`src/rtl/uart_transmitter.sv`:
```
// uart_transmitter -- 8N1 UART transmit serializer.
//
// A byte is accepted with a valid/ready handshake while the transmitter is
// idle. It is then sent as one start bit (0), eight data bits LSB first, and
// one stop bit (1). Each bit lasts SYMBOL_EDGE_TIME clock cycles. There is no
// parity bit and only one stop bit. SYMBOL_EDGE_TIME must be at least 2.
//
// Ports
//   clk            single clock; all state changes on the rising edge
//   reset          synchronous, active-high; aborts any frame in flight
//   data_in        byte to transmit
//   data_in_valid  data_in is offered
//   data_in_ready  high only while idle, so a byte can be accepted
//   serial_out     TX line; idle high; driven from a flop
module uart_transmitter #(
    parameter int CLOCK_FREQ = 125_000_000,
    parameter int BAUD_RATE  = 115_200
) (
    input  logic       clk,
    input  logic       reset,
    input  logic [7:0] data_in,
    input  logic       data_in_valid,
    output logic       data_in_ready,
    output logic       serial_out
);

    localparam int SYMBOL_EDGE_TIME = CLOCK_FREQ / BAUD_RATE;
    localparam int CNT_W            = $clog2(SYMBOL_EDGE_TIME);
    localparam logic [CNT_W-1:0] CNT_LAST = CNT_W'(SYMBOL_EDGE_TIME - 1);

    typedef enum logic [1:0] {
        IDLE,
        START,
        DATA,
        STOP
    } state_t;

    state_t           state, state_next;
    logic [CNT_W-1:0] cnt, cnt_next;
    logic [2:0]       bit_idx, bit_idx_next;
    logic [7:0]       tx_byte, tx_byte_next;
    logic             line, line_next;
    logic             symbol_done;

    // Last cycle of the current bit period.
    assign symbol_done = (cnt == CNT_LAST);

    always_ff @(posedge clk) begin
        if (reset) begin
            state   <= IDLE;
            cnt     <= '0;
            bit_idx <= '0;
            tx_byte <= '0;
            line    <= 1'b1;
        end else begin
            state   <= state_next;
            cnt     <= cnt_next;
            bit_idx <= bit_idx_next;
            tx_byte <= tx_byte_next;
            line    <= line_next;
        end
    end

    always_comb begin
        state_next   = state;
        cnt_next     = cnt + 1'b1;
        bit_idx_next = bit_idx;
        tx_byte_next = tx_byte;

        case (state)
            IDLE: begin
                cnt_next     = '0;
                bit_idx_next = '0;
                // Ready is exactly "state is IDLE", so valid alone here
                // completes the handshake.
                if (data_in_valid) begin
                    tx_byte_next = data_in;
                    state_next   = START;
                end
            end
            START: begin
                if (symbol_done) begin
                    cnt_next   = '0;
                    state_next = DATA;
                end
            end
            DATA: begin
                if (symbol_done) begin
                    cnt_next = '0;
                    if (bit_idx == 3'd7) begin
                        state_next = STOP;
                    end else begin
                        bit_idx_next = bit_idx + 3'd1;
                    end
                end
            end
            STOP: begin
                if (symbol_done) begin
                    cnt_next   = '0;
                    state_next = IDLE;
                end
            end
            default: begin
                cnt_next   = '0;
                state_next = IDLE;
            end
        endcase
    end

    // The line level is computed from the next-cycle state and registered,
    // so serial_out changes on the same edge as the state and never glitches
    // on counter compares. tx_byte is held for the whole frame and indexed
    // rather than shifted.
    always_comb begin
        line_next = 1'b1;
        case (state_next)
            START:   line_next = 1'b0;
            DATA:    line_next = tx_byte_next[bit_idx_next];
            default: line_next = 1'b1;
        endcase
    end

    assign data_in_ready = (state == IDLE);
    assign serial_out    = line;

endmodule

```
`config.mk`:
```
export PLATFORM = sky130hd
export DESIGN_NAME = uart_transmitter
export DESIGN_NICKNAME = d
export VERILOG_FILES = /design/src/rtl/uart_transmitter.sv
export SDC_FILE = /design/constraint.sdc
export NUM_CORES = 1
export LEC_CHECK = 0
export CORE_ASPECT_RATIO = 0.6
export CORE_MARGIN = 2
export CORE_UTILIZATION = 59
export DETAILED_ROUTE_END_ITERATION = 8
export GPL_TIMING_DRIVEN = 0
export PLACE_DENSITY = 0.82
export SKIP_LAST_GASP = 1
export SYNTH_ARGS = -nofsm -noshare
export SYNTH_HDL_FRONTEND = slang
export SYNTH_SLANG_ARGS = --single-unit
```
`constraint.sdc`:
```
create_clock -name clk -period 3 [get_ports clk]
set_input_delay 0.6 -clock clk [delete_from_list [all_inputs] [get_ports clk]]
set_output_delay 0.6 -clock clk [all_outputs]
set_load 0.01 [all_outputs]
```
### After elaboration in Yosys (flattened, before gate mapping)

Index checks and enable logic that the tools add are counted.

* add/subtract/negate cells: 2
* multipliers: 0
* div/mod/pow operators: 0
* order comparisons: 1
* equal/unequal tests: 7
* shift operators: 0
* muxes and demuxes: 16
* bitwise operators: 0
* reduce and logical (&&, ||, !) cells: 2

Operators by type and width (number)
* 11-bit one-hot mux with 2 select lines: 1
* 8-bit two-way mux: 2
* 11-bit by 1-bit adder with 11-bit output, second input constant: 1
* 11-bit equality test, second input constant: 1
* 11-bit two-way mux: 1
* 2-bit two-way mux: 5
* 2-bit one-hot mux with 4 select lines: 1
* 2-bit equality test, second input constant: 3
* 3-bit two-way mux: 2
* 3-bit one-hot mux with 2 select lines: 1
* 2-bit by 1-bit equality test with 1-bit output, second input constant: 2
* 3-bit by 4-bit < comparator with 1-bit output, second input constant: 1
* 3-bit by 1-bit adder with 3-bit output, second input constant: 1
* 1-bit binary-select mux with 3-bit select: 1
* 3-bit equality test, second input constant: 1
* 3-bit OR reduction: 1
* 2-bit logical NOT: 1
* 1-bit one-hot mux with 2 select lines: 1
* 1-bit two-way mux: 1

* register bits after elaboration: 25
* latch bits: 0
* bits in writable memories: 0
* memory bits (read-only): 0
* bits of input ports: 11
* output and inout port bits: 2
* memories: 0

### Logic depth before layout (Yosys ltp)

* word-level depth: 7
* depth in mapped cells: 9
* depth with buffers taken out: 8

### Worst setup path before layout

No wires, ideal clock.

* path type: register to register
* start: register cnt[0]
* end: register line, in the netlist serial_out
* library setup time: 0.079 ns
* arrival time: 1.862 ns
* data required time: 2.921 ns
* setup slack: 1.058 ns
* cell stages (with the launch flop): 10
* path buffers: 1
* clock period less this slack: 1.942 ns
* cells stage by stage: dfxtp_1 > inv_1 > ha_1 > and2b_1 > and3_1 > buf_6 > a311oi_2 > o21a_1 > a31oi_1 > a211oi_2

* longest elaborated chain between the ends: 6
* elaborated cells between the ends (all ways): 12

RTL lines
* start: declaration: RTL line 39 `logic [CNT_W-1:0] cnt, cnt_next;`
* start signal: assignment: RTL line 57 `cnt <= cnt_next;`
* 11-bit equality test *: RTL line 46 `assign symbol_done = (cnt == CNT_LAST);`
* 3-bit two-way mux: RTL line 88 `if (symbol_done) begin`
* 3-bit one-hot mux with 2 select lines: RTL line 70 `case (state)`
* 1-bit binary-select mux with 3-bit select: RTL line 118 `DATA: line_next = tx_byte_next[bit_idx_next];`
* 1-bit two-way mux (implied by the code): RTL line 118
* 1-bit one-hot mux with 2 select lines *: RTL line 116 `case (state_next)`
* end signal: assignment: RTL line 60 `line <= line_next;`
* end: declaration: RTL line 42 `logic line, line_next;`

Every way passes the cells marked *; elsewhere a longest branch is shown, timed or not. The select of a mux whose other input is x is not followed.
A chain may end at the register's enable or synchronous reset.

### Final worst setup path

Same ends and word-level chain as after synthesis.

==> flow_summary.yaml <==
timing:
  hold_violations: 0
  slew_viol_final: 0
  fin_worst_skew_ns: 0.00452
  fin_ws_ns: 0.679
  worstMarginPinSlew_ns: 0.561
  finalSetupTns_ns: 0
  post-route-period-util_pct: 77.4
  min_period_ns: 2.32
  fmax_mhz: 431
  slew_headroom_pct: 62.6
  grt_setup_unrepaired: "false"
  finalSetupViolations: 0
floorplanning:
  die_w_um: 64.0
  die_h_um: 40.0
  die-area_mm2: 0.00256
  start_util_pct: 65.9
  boundaryPins: 13
  fp-row-count: 12
  core_mm2: 0.00194
placement:
  dp_slack_ns: 0.752
  gp_congestion: 0.792
  dp_hpwl_mm: 2.16
  dpl_cell_area_mm2: 0.00142
  port_buffers: 11
  dp_cells: 191
synth:
  synth_cell_type_count: 44
  synthCells: 152
  synth_edf_count: 0
  synth.area.top_cells: "dfxtp_1, nand2_1, nor2_1"
  synth.largest_area_cell: "dfxtp_1"
  syn_nets: 166
  synth_warnings: 0
  syn_avg_cell_area_um2: 8.40
  ys_ff_latch: 25
  synth_ff_type: "dfxtp_1"
  synth_common_cells: "dfxtp_1, nand2_1, nor2_1, a21oi_1"
  async_flop_share_pct: 0
  synth_top_area_share_pct: 39.2
  synth-seq-area-share_pct: 39.2
  synth_area_mm2: 0.00128
  yosysMostFrequentCell: "dfxtp_1"
clock_network:
  cts_buffers: 3
  cts_sinks: 25
  clock-root-buffer: "clkbuf_4"
  cts_tree: "built"
  cts_buffer_depth: 2
  cts-resized-gates: 0
  post-cts-setup-buffers: 0
  worstSkewPairLatency_ns: 0.32
  htree_levels: 1
  clkTransAtPathRegs_ns: 0.14
  cts-hold-fix-buffers: 0
drt:
  drtPass1Iterations: 4
  drtIter0Drc: 101
  postRouteAntennaNets: 0
  viasPerCell: 5.90
  wirelength_mm: 2.82
  drcViolationCount: 0
  wl_per_cell_um: 14.5
  dr_total_vias: 1151
worst_setup_path:
  crit_family: "compound AO/OA/AOI/OAI gates"
  critical_path.cell_chain: "inv_1, ha_1, and2b_1, and3_1, buf_6, a311oi_2, mux2i_1, o22ai_1, a211oi_2"
  crit_slowest_cell: "a311oi_2"
  worst_setup_path_start_kind: "register"
  path_max_fanout: 6
  endpoint_kind: "register"
  crit_type: "register to register"
  slowest_delay_ns: 0.48
  arrival_ns: 2.58
  path_buf_inv: 2
  worstPathRequired_ns: 3.26
global_route:
  antenna_found_initial: 0
  grt_overflow: 0
  grt_pass1_wl_mm: 4.77
  grt.total_usage_pct: 24.9
  first_global_vias: 1018
  grt_max_degree: 16
cells_and_area:
  nNetsFinal: 182
  stdcell_count: 195
  n_antenna_cell: 0
  design_area_mm2: 0.00145
  fillers: 145
  syn2layout_area_growth_pct: 13.7
  final_layout_size_suffix_gt1_share_pct: 8.38
  finish.utilization_pct: 74.9
power_and_ir_drop:
  peakVddDrop_uv: 348
  leakage_uw: 0.000519
  power.density_mw_per_mm2: 388
outcome:
  status: "complete, no violations"
hold_path:
  hp-class: "register to register"
run:
  maxCapViolCount: 0
## layout make-up
cell class	count	area, um^2	share of cell area (%)
multi-input combinational	114	714	49.2
inverter	6	22.5	1.55
timing repair buffer	11	110	7.59
sequential	25	500	34.5
clock inverter	1	7.51	0.517
tap	28	35.0	2.41
buffer	7	38.8	2.67
clock buffer	3	22.5	1.55
## layer usage
| metal | GRT usage (%) | vias up | wire length, um |
|---|---|---|---|
| met5 | 0 | - | 0 |
| met4 | 2.72 | 0 | 19 |
| met3 | 6.18 | 4 | 218 |
| met2 | 45.6 | 58 | 1240 |
| met1 | 31.8 | 527 | 1340 |
| li1 | - | 562 | - |
## stage by stage
| stage | hold WS, ns | total power (uW) |
|---|---|---|
| 6_report | 0.473 | 563 |
| 5_1_grt | 0.485 | 584 |
| 4_1_cts | 0.470 | 563 |
| 3_5_place_dp | 0.450 | 413 |
| 3_3_place_gp | 0.442 | 410 |
| 2_1_floorplan | 0.430 | 386 |
## sequential cells by signal (all words and copies together) (netlist names)
name and count:
bit_idx 3, cnt 11, serial_out 1, state 2, tx_byte 8
## power breakdown
| group | switching, uW | total, uW | internal [uW] |
|---|---|---|---|
| Sequential | 6.87 | 349 | 342 |
| Clock | 104 | 156 | 51.0 |
| Combinational | 30.9 | 58.5 | 27.5 |
## final timing paths
| path | start | endpoint | slack [ns] | cells after the start |
|---|---|---|---|---|
| max | cnt[0] | serial_out | 0.68 | 9 |
| min | tx_byte[6] | tx_byte[6] | 0.47 | 2 |
| max reg2reg | cnt[0] | serial_out | 0.68 | 9 |
| min reg2reg | tx_byte[6] | tx_byte[6] | 0.47 | 2 |
## worst reg2reg max path, cell delays in order, from the launching register on
cell,delay [ns]
dfxtp_1,0.40
inv_1,0.08
ha_1,0.19
and2b_1,0.19
and3_1,0.18
buf_6,0.13
a311oi_2,0.48
mux2i_1,0.31
o22ai_1,0.14
a211oi_2,0.16
## cell usage in the layout (no fill, tap or decap), types with 2 or more instances in the layout
cell type	n
nor2_1	20
nand3b_1	2
clkdlybuf4s50_1	11
inv_1	6
nor2b_1	2
dfxtp_1	25
mux2i_1	2
clkbuf_1	4
o21ai_0	6
a31oi_1	2
xor2_1	4
and2_1	2
nand4_1	2
ha_1	3
nor3_1	4
a21oi_1	9
xnor2_1	5
and3_1	3
clkbuf_4	3
nand2_1	20
nand3_1	5
and2b_1	2
## cell families (layout without fill, tap and decap cells)
family | after synthesis | in the layout | synth area share, %
AO/OA/AOI/OAI | 29 | 29 | 16.7
XOR/XNOR | 9 | 9 | 6.18
adder cells (fa/ha/maj) | 3 | 3 | 2.94
buffers and inverters | 13 | 28 | 4.80
flip-flops | 25 | 25 | 39.2
multiplexers | 2 | 2 | 1.57
AND/OR/NAND/NOR | 71 | 71 | 28.6
Power figures use the tool's default switching activity.
